### config.mk
export PLATFORM = sky130hd
export DESIGN_NAME = spi_response_controller
export DESIGN_NICKNAME = d
export VERILOG_FILES = /design/src/rtl/spi_cmd_pkg.sv /design/src/rtl/spi_response_controller.sv
export SDC_FILE = /design/constraint.sdc
export NUM_CORES = 1
export LEC_CHECK = 0
export ABC_AREA = 0
export CORE_ASPECT_RATIO = 1.25
export CORE_MARGIN = 2
export CORE_UTILIZATION = 60
export DETAILED_ROUTE_END_ITERATION = 16
export PLACE_DENSITY = 0.81
export SYNTH_ARGS = -nofsm -noshare
export SYNTH_HDL_FRONTEND = slang
export SYNTH_SLANG_ARGS = --single-unit
export TNS_END_PERCENT = 30
### constraint.sdc
create_clock -name clk -period 4.8 [get_ports clk]
set_input_delay 0.48 -clock clk [delete_from_list [all_inputs] [get_ports clk]]
set_output_delay 0.48 -clock clk [all_outputs]
set_load 0.03 [all_outputs]
### src/rtl/spi_cmd_pkg.sv
// Shared SPI command opcodes and the response-path state encoding.
// SPI_RESP_CHECKSUM_EN adds the trailing checksum state.
package spi_cmd_pkg;

  localparam logic [7:0] CmdLoadA      = 8'h01;
  localparam logic [7:0] CmdLoadB      = 8'h02;
  localparam logic [7:0] CmdStart      = 8'h03;
  localparam logic [7:0] CmdReadResult = 8'h04;
  localparam logic [7:0] CmdReadStatus = 8'h05;

  typedef enum logic [3:0] {
    StIdle,
    StHdr,
    StSkip,
    StRdReq,
    StRdWait,
    StSendHi,
    StSendLo,
    StSendStat
`ifdef SPI_RESP_CHECKSUM_EN
    ,
    StSendCsum
`endif
  } resp_state_e;

  // States in which a byte is presented to the SPI shifter.
  function automatic logic is_tx_state(input resp_state_e s);
    logic r;
    r = 1'b0;
    case (s)
      StSendHi, StSendLo, StSendStat: r = 1'b1;
`ifdef SPI_RESP_CHECKSUM_EN
      StSendCsum:                     r = 1'b1;
`endif
      default:                        r = 1'b0;
    endcase
    return r;
  endfunction

endpackage

### src/rtl/spi_response_controller.sv
// Read-side SPI command controller: streams result-RAM words or a status byte to the shifter.
// Define SPI_RESP_CHECKSUM_EN to append an XOR checksum byte after READ_RESULT payload.
module spi_response_controller
  import spi_cmd_pkg::*;
#(
  parameter int unsigned ADDR_WIDTH = 10,
  parameter int unsigned DATA_WIDTH = 16
) (
  input  logic                  clk,
  input  logic                  rst_n,
  input  logic [7:0]            spi_data,
  input  logic                  spi_byte_ready,
  input  logic                  matmul_busy,
  input  logic                  matmul_done,
  output logic                  res_rd_en,
  output logic [ADDR_WIDTH-1:0] res_rd_addr,
  input  logic [DATA_WIDTH-1:0] res_rd_data,
  output logic [7:0]            tx_data,
  output logic                  tx_valid,
  input  logic                  tx_ready
);

  localparam int unsigned AddrHiW = ADDR_WIDTH - 8;
  localparam logic [ADDR_WIDTH-1:0] AddrOne = 1;

  resp_state_e           state_q, state_d;
  logic                  is_read_q, is_read_d;
  logic [1:0]            hdr_idx_q, hdr_idx_d;
  logic [AddrHiW-1:0]    addr_h_q, addr_h_d;
  logic [ADDR_WIDTH-1:0] addr_q, addr_d;
  logic [7:0]            len_h_q, len_h_d;
  logic [15:0]           len_q, len_d;
  logic [16:0]           skip_q, skip_d;
  logic [7:0]            word_lo_q, word_lo_d;
  logic [7:0]            tx_data_q, tx_data_d;
  logic [15:0]           len_new;
`ifdef SPI_RESP_CHECKSUM_EN
  logic [7:0]            csum_q, csum_d;
  logic [7:0]            csum_next;
`endif

  always_ff @(posedge clk or negedge rst_n) begin
    if (!rst_n) begin
      state_q   <= StIdle;
      is_read_q <= 1'b0;
      hdr_idx_q <= '0;
      addr_h_q  <= '0;
      addr_q    <= '0;
      len_h_q   <= '0;
      len_q     <= '0;
      skip_q    <= '0;
      word_lo_q <= '0;
      tx_data_q <= '0;
`ifdef SPI_RESP_CHECKSUM_EN
      csum_q    <= '0;
`endif
    end else begin
      state_q   <= state_d;
      is_read_q <= is_read_d;
      hdr_idx_q <= hdr_idx_d;
      addr_h_q  <= addr_h_d;
      addr_q    <= addr_d;
      len_h_q   <= len_h_d;
      len_q     <= len_d;
      skip_q    <= skip_d;
      word_lo_q <= word_lo_d;
      tx_data_q <= tx_data_d;
`ifdef SPI_RESP_CHECKSUM_EN
      csum_q    <= csum_d;
`endif
    end
  end

  always_comb begin
    state_d   = state_q;
    is_read_d = is_read_q;
    hdr_idx_d = hdr_idx_q;
    addr_h_d  = addr_h_q;
    addr_d    = addr_q;
    len_h_d   = len_h_q;
    len_d     = len_q;
    skip_d    = skip_q;
    word_lo_d = word_lo_q;
    tx_data_d = tx_data_q;
    len_new   = {len_h_q, spi_data};
`ifdef SPI_RESP_CHECKSUM_EN
    csum_d    = csum_q;
    csum_next = csum_q ^ tx_data_q;
`endif

    case (state_q)
      StIdle: begin
        if (spi_byte_ready) begin
          case (spi_data)
            CmdLoadA, CmdLoadB: begin
              state_d   = StHdr;
              is_read_d = 1'b0;
              hdr_idx_d = '0;
            end
            CmdReadResult: begin
              state_d   = StHdr;
              is_read_d = 1'b1;
              hdr_idx_d = '0;
`ifdef SPI_RESP_CHECKSUM_EN
              csum_d    = '0;
`endif
            end
            CmdReadStatus: begin
              state_d   = StSendStat;
              tx_data_d = {matmul_busy, matmul_done, 6'b0};
            end
            CmdStart: state_d = StIdle;
            default:  state_d = StIdle;
          endcase
        end
      end

      // Header order: addr_h, addr_l, len_h, len_l.
      StHdr: begin
        if (spi_byte_ready) begin
          hdr_idx_d = hdr_idx_q + 2'd1;
          case (hdr_idx_q)
            2'd0: addr_h_d = spi_data[AddrHiW-1:0];
            2'd1: addr_d   = {addr_h_q, spi_data};
            2'd2: len_h_d  = spi_data;
            default: begin
              len_d = len_new;
              if (!is_read_q) begin
                if (len_new == 16'd0) begin
                  state_d = StIdle;
                end else begin
                  state_d = StSkip;
                  skip_d  = {len_new, 1'b0};
                end
              end else if (len_new == 16'd0) begin
`ifdef SPI_RESP_CHECKSUM_EN
                state_d   = StSendCsum;
                tx_data_d = csum_q;
`else
                state_d   = StIdle;
`endif
              end else begin
                state_d = StRdReq;
              end
            end
          endcase
        end
      end

      StSkip: begin
        if (spi_byte_ready) begin
          skip_d = skip_q - 17'd1;
          if (skip_q == 17'd1) state_d = StIdle;
        end
      end

      StRdReq: state_d = StRdWait;

      StRdWait: begin
        tx_data_d = res_rd_data[15:8];
        word_lo_d = res_rd_data[7:0];
        state_d   = StSendHi;
      end

      StSendHi: begin
        if (tx_ready) begin
`ifdef SPI_RESP_CHECKSUM_EN
          csum_d    = csum_next;
`endif
          tx_data_d = word_lo_q;
          state_d   = StSendLo;
        end
      end

      StSendLo: begin
        if (tx_ready) begin
          len_d  = len_q - 16'd1;
          addr_d = addr_q + AddrOne;
`ifdef SPI_RESP_CHECKSUM_EN
          csum_d = csum_next;
`endif
          if (len_q == 16'd1) begin
`ifdef SPI_RESP_CHECKSUM_EN
            state_d   = StSendCsum;
            tx_data_d = csum_next;
`else
            state_d   = StIdle;
`endif
          end else begin
            state_d = StRdReq;
          end
        end
      end

      StSendStat: begin
        if (tx_ready) state_d = StIdle;
      end

`ifdef SPI_RESP_CHECKSUM_EN
      StSendCsum: begin
        if (tx_ready) state_d = StIdle;
      end
`endif

      default: state_d = StIdle;
    endcase
  end

  assign res_rd_en   = (state_q == StRdReq);
  assign res_rd_addr = addr_q;
  assign tx_valid    = is_tx_state(state_q);
  assign tx_data     = tx_data_q;

endmodule

==> run_results.csv, run 1 <==
group,metric,value,unit
clock_tree,clk_path_buf_depth,2,
route,dr_wl_met2,5390,µm
clock_tree,root_buffer,"clkbuf_8",
synthesis,yosysUniqueCellTypes,67,
clock_tree,clkSlewWorstSetupHoldPaths,0.08,ns
timing,fin_ws,2.07,ns
clock_tree,cts_made_buffers,9,
route,wl,11100,µm
timing,rsz0062_at_grt,"no",
placement,place.port_buffers,49,
outcome,outcome,"finished, final reports clean",
setup_path,cp-end-kind,"flip-flop",
synthesis,ys.flop_type,"dfrtp_1",
cells_and_area,postLayoutCellArea,0.00512,mm²
die,dieHeight,101,µm
die,die_w,81.4,µm
cells_and_area,nFillCells,550,
route,drt_iter0_drc,261,
timing,fin_crit_sh,56.9,%
synthesis,syn_area,0.00450,mm²
route,routed.top_layer,"met4",
setup_path,arrival,2.96,ns
timing,finalCriticalPeriod,2.73,ns
global_routing,grt_max_degree,76,
clock_tree,hold_buffers,0,
route,firstDrtPassIters,5,
cells_and_area,layout-drive-gt1-share,11.9,%
clock_tree,cts.sinks,75,
timing,finalSetupViolations,0,
synthesis,yosys.area_share.adder,2.50,%
synthesis,synth_compound_area_share,23.3,%
route,wire_per_inst,18.2,µm
power,leakagePower,2.07,nW
cells_and_area,area_delta_synth_final,13.9,%
clock_tree,cts-htree-levels,3,
global_routing,grt.overflow.total,0,
global_routing,grt.total_usage,29.0,%
route,postRouteAntennaNets,0,
synthesis,synth_top_area_share,41.7,%
setup_path,cp_max_fo,17,
cells_and_area,layout_common_cells,"dfrtp_1, nor2_1, clkdlybuf4s50_1",
timing,hold_violations,0,
timing,slew_viol_final,0,
clock_tree,post_cts_buffers,0,
clock_tree,cts_tree,"yes",
global_routing,antenna_found_initial,0,
clock_tree,cts_repair_resize_count,0,
synthesis,synth_top_family_by_area,"compound AO/OA/AOI/OAI gates",
placement,dpl-instance-area,0.00496,mm²
placement,gp_congestion,0.904,
die,pin_count,50,
power,powerDensity,613,mW/mm²
die,coreArea,0.00731,mm²
cells_and_area,final_common_cell,"dfrtp_1",
global_routing,grt_pass1_vias,3807,
route,route.met3.wl,559,µm
timing,fin_skew,0.00695,ns
timing,tightestPinTransition,1.19,ns
synthesis,ys_seq_elements,75,
die,die_area,0.00821,mm²
cells_and_area,final_nets,555,
placement,preCtsSetupSlack,1.70,ns
synthesis,synth_nets,522,
placement,dp_hpwl,7720,µm
die,start_util,61.5,%
synthesis,synth.area.top_cells,"dfrtp_1, mux2_2, nor2_1, a21oi_1, o21ai_0",
setup_path,worst_setup_path_start_kind,"input pin",
setup_path,crit_start,"spi_data[6]",
cells_and_area,diodes,0,
clock_tree,clock_latency,0.36,ns
flow_run,drv_cap,0,
synthesis,yosys.area_share.xor_xnor,0.779,%
synthesis,yosys.area.top_type,"dfrtp_1",
setup_path,r2r-start,"state_q[1]$_DFFE_PN0P_",
power,vdd_drop_max,0.433,mV
setup_path,worstSetupPathType,"in2reg",
synthesis,syn_inst,483,
timing,max_slew_margin,20.5,%
global_routing,grt_pass1_wl,18300,µm
synthesis,synth-simple-area-share,19.3,%
route,dr_total_vias,3988,
die,num_rows,35,
timing,fin_tns_setup,0,ns
synthesis,synth.avg_cell_area,9.31,µm²
synthesis,async_flop_share,100,%
synthesis,synthMuxAreaShare,7.68,%
timing,fmax,366,MHz
route,wl_met1,4860,µm
route,via_per_inst,6.51,
route,drc,0,
synthesis,synth_edf_count,0,
synthesis,synth_seq_area_share,41.7,%
setup_path,required,5.03,ns
hold_path,hold_path_class,"in2async",
synthesis,yosys_warnings,0,
power,p_total,0.00314,W
[synthesized netlist by cell type (all sizes together), types with 4 or more instances]
master / n
nand2: 31
inv: 11
nand3: 9
nor2: 54
nand2b: 6
dfrtp: 75
nand4: 5
nor3: 16
buf: 6
nor4: 11
and2: 6
clkbuf: 24
a22o: 8
a21oi: 36
a31oi: 14
o22ai: 5
a22oi: 8
o21ai: 34
mux2: 28
nor2b: 4
o211ai: 5
ha: 9
o22a: 16
[flip-flops by register name, indices dropped and copies added, names as in the netlist]
name         count
tx_data          8
res_rd_addr     10
word_lo_q        8
hdr_idx_q        2
state_q          3
len_h_q          8
skip_q          17
addr_h_q         2
len_q           16
is_read_q        1
[stage by stage]
| stage | util, % | std cells | hold WS, ns |
|---|---|---|---|
| 3_3_place_gp | 67.8 | 597 | 0.492 |
| 3_5_place_dp | 67.8 | 597 | 0.501 |
| 5_1_grt | 70.1 | 613 | 0.346 |
| 4_1_cts | 70.1 | 613 | 0.310 |
| 6_report | 70.1 | 613 | 0.265 |
| 2_1_floorplan | - | 483 | 0.184 |
[power breakdown]
group	switching [W]	internal (W)
combinational	0.000777	0.000669
clock	0.000251	0.000188
sequential	0.000338	0.000918
[layer usage]
layer  vias up  global-route usage (%)
met5         -                       0
met4         0                    13.2
li1       1876                       -
met1      1963                    37.9
met3        25                    4.57
met2       124                    47.2
[path summary, 6_finish.rpt]
check	end	slack (ns)	cells past startpoint
worst max register to register	len_q[15]$_DFFE_PN0P_	2.10	5
worst min register to register	word_lo_q[4]$_DFFE_PN0N_	0.52	1
max in group asynchronous	len_q[9]$_DFFE_PN0P_	3.92	1
worst min-delay path	skip_q[16]$_DFFE_PN0P_	0.26	1
worst max-delay path	skip_q[11]$_DFFE_PN0P_	2.07	6
min in group clk	word_lo_q[4]$_DFFE_PN0N_	0.52	1
[worst max-delay path, cell delays in order]
cell             delay (ns)
clkdlybuf4s50_1        0.54
or4_4                  0.60
or2_1                  0.29
o211ai_4               0.44
and2_1                 0.44
o22ai_1                0.16
[area by class of cell]
class / count / area (µm²) / share of cell area [%]
well taps: 92 / 115 / 2.25
clock buffers: 10 / 128 / 2.49
inverters: 11 / 41.3 / 0.806
clock inverters: 6 / 41.3 / 0.806
flip-flops and latches: 75 / 1880 / 36.6
repair buffers: 52 / 510 / 9.96
multi-input cells: 367 / 2410 / 47.1
[kinds of logic (layout without fill, tap and decap cells)]
| group | Yosys count | in the layout |
|---|---|---|
| AOI/OAI and AO/OA | 155 | 155 |
| xor gates and xnor gates | 4 | 4 |
| adders and majority gates | 9 | 9 |
| buffers and inverters | 41 | 79 |
| DFF | 75 | 75 |
| muxes | 31 | 31 |
| and+or+nand+nor | 168 | 168 |
(Power assumes the default switching activity.)
==> run 2: changes to the inputs <==
--- a/config.mk
+++ b/config.mk
@@ -8,9 +8,9 @@
 export ABC_AREA = 0
 export CORE_ASPECT_RATIO = 1.25
 export CORE_MARGIN = 2
-export CORE_UTILIZATION = 60
+export CORE_UTILIZATION = 51
 export DETAILED_ROUTE_END_ITERATION = 16
-export PLACE_DENSITY = 0.81
+export PLACE_DENSITY = 0.73
 export SYNTH_ARGS = -nofsm -noshare
 export SYNTH_HDL_FRONTEND = slang
 export SYNTH_SLANG_ARGS = --single-unit
==> constraint.sdc (replaced) <==
create_clock -name clk -period 2.5 [get_ports clk]
set_input_delay 0.25 -clock clk [delete_from_list [all_inputs] [get_ports clk]]
set_output_delay 0.25 -clock clk [all_outputs]
set_load 0.03 [all_outputs]
==> run 2 against run 1 <==
Against the previous run: largest cell class unchanged; clock power grew 120%; via count grew 0.38%; sequential share of layout area shrank 2.0 points.
==> run_results.csv, run 2 (same netlist as run 1, synthesis figures left out) <==
group,metric,value,unit
outcome,outcome,"finished, final reports clean",
timing,fin_skew,0.00690,ns
power,leakagePower,2.23,nW
clock_tree,post_cts_buffers,0,
cells_and_area,final_cells,669,
timing,slew_viol_final,0,
power,powerDensity,1160,mW/mm²
clock_tree,cts_made_buffers,9,
route,wire_per_inst,16.7,µm
setup_path,cp_max_fo,13,
clock_tree,clock_latency,0.36,ns
cells_and_area,largest_reg_flops,17,
global_routing,grt.overflow.total,0,
timing,fmax,437,MHz
global_routing,grt.total_usage,25.2,%
cells_and_area,postLayoutCellArea,0.00543,mm²
clock_tree,cts-htree-levels,3,
clock_tree,cts_repair_resize_count,0,
cells_and_area,layout-drive-gt1-share,16.6,%
placement,preCtsSetupSlack,-0.0326,ns
route,firstDrtPassIters,7,
timing,rsz0062_at_grt,"no",
route,drc,0,
placement,gp_congestion,0.940,
hold_path,hold_path_class,"in2async",
die,coreArea,0.00861,mm²
clock_tree,hold_buffers,0,
die,pin_count,50,
timing,fin_ws,0.210,ns
setup_path,cp-end-kind,"primary output",
placement,dp_hpwl,8010,µm
global_routing,grt_pass1_wl,18700,µm
power,p_total,0.00630,W
die,num_rows,38,
timing,finalSetupViolations,0,
cells_and_area,nFillCells,753,
clock_tree,cts_tree,"yes",
setup_path,worstSetupPathType,"reg2out",
placement,place.port_buffers,49,
timing,max_slew_margin,21.4,%
clock_tree,clkSlewWorstSetupHoldPaths,0.08,ns
die,start_util,52.3,%
die,die_area,0.00959,mm²
timing,whs,0.00339,ns
global_routing,grt_pass1_vias,3906,
setup_path,required,2.25,ns
placement,dpl-instance-area,0.00523,mm²
timing,fin_crit_sh,91.6,%
cells_and_area,layout_common_cells,"dfrtp_1, nor2_1, clkdlybuf4s50_1",
setup_path,arrival,2.04,ns
global_routing,grt_max_degree,76,
placement,placedCellCount,653,
clock_tree,clk_path_buf_depth,2,
setup_path,rr_worst_depth,5,
route,via_per_inst,5.98,
cells_and_area,final_nets,583,
cells_and_area,final_common_cell,"dfrtp_1",
cells_and_area,area_delta_synth_final,20.7,%
setup_path,worst_setup_path_start_kind,"flip-flop",
clock_tree,root_buffer,"clkbuf_8",
clock_tree,cts.sinks,75,
cells_and_area,top_register,"skip_q",
cells_and_area,diodes,0,
timing,finalCriticalPeriod,2.29,ns
flow_run,drv_cap,0,
timing,hold_violations,0,
global_routing,antenna_found_initial,0,
die,die_w,88,µm
die,dieHeight,109,µm
route,dr_total_vias,4003,
timing,tightestPinTransition,1.18,ns
route,postRouteAntennaNets,0,
route,wl,11200,µm
route,drt_iter0_drc,295,
power,vdd_drop_max,0.885,mV
[run 2: worst max-delay path: stages, from the launching register on]
cell and delay [ns]:
dfrtp_1 0.38, buf_4 0.18, nor2_1 0.42, nor2b_1 0.09
clkdlybuf4s50_1 0.61
[run 2: where the power goes]
group / leakage [nW] / total, W / internal (W) / switching (W)
registers: 0.911 / 0.00232 / 0.00176 / 0.000556
clock network: 0.0998 / 0.000967 / 0.000467 / 0.000499
logic: 1.22 / 0.00302 / 0.00143 / 0.00159
total: 2.23 / 0.00630 / 0.00366 / 0.00264
[run 2: worst paths after layout]
| kind | from | endpoint | slack, ns |
|---|---|---|---|
| min in group clk | res_rd_data[6] | word_lo_q[6]$_DFFE_PN0N_ | 0.49 |
| min | rst_n | skip_q[2]$_DFFE_PN0P_ | 0.003 |
| min reg2reg | word_lo_q[6]$_DFFE_PN0N_ | word_lo_q[6]$_DFFE_PN0N_ | 0.51 |
| max reg2reg | len_q[8]$_DFFE_PN0P_ | state_q[1]$_DFFE_PN0P_ | 0.25 |
| max in group asynchronous | rst_n | skip_q[3]$_DFFE_PN0P_ | 1.82 |
| max | state_q[1]$_DFFE_PN0P_ | tx_valid | 0.21 |
[run 2: layout make-up]
class                           instances  area [µm²]  share of cell area (%)
Multi-Input combinational cell        367        2410                    44.4
Sequential cell                        75        1880                    34.6
Timing Repair Buffer                   80         746                    13.7
Tap cell                              120         150                    2.77
Clock buffer                            9         124                    2.28
Clock inverter                          7        77.6                    1.43
Inverter                               11        41.3                   0.761
[run 2: through the flow]
| step | setup TNS (ns) | utilization [%] |
|---|---|---|
| 2_1_floorplan | 0 | - |
| 3_3_place_gp | -0.162 | 60.7 |
| 3_5_place_dp | -0.176 | 60.7 |
| 4_1_cts | 0 | 63.1 |
| 5_1_grt | 0 | 63.1 |
| 6_report | 0 | 63.1 |
[run 2: layer usage]
layer  routed length (µm)  GRT usage, %  vias up  part of all wire (%)
met3                  455          4.54       25                   4.1
met2                 5580          41.8      111                    50
met5                    0             0        -                     0
met4                  260          9.01        0                   2.3
met1                 4860          32.7     1930                    44
li1                     -             -     1937                     -
==> run 3: changes to the inputs <==
--- a/config.mk
+++ b/config.mk
@@ -9,6 +9,7 @@
 export CORE_ASPECT_RATIO = 1.25
 export CORE_MARGIN = 2
 export CORE_UTILIZATION = 51
+export CTS_CLUSTER_DIAMETER = 50
 export DETAILED_ROUTE_END_ITERATION = 16
 export PLACE_DENSITY = 0.73
 export SYNTH_ARGS = -nofsm -noshare
==> results of run 3 <==
Same layout as run 2: the final DEF is identical, and so are final timing and power.
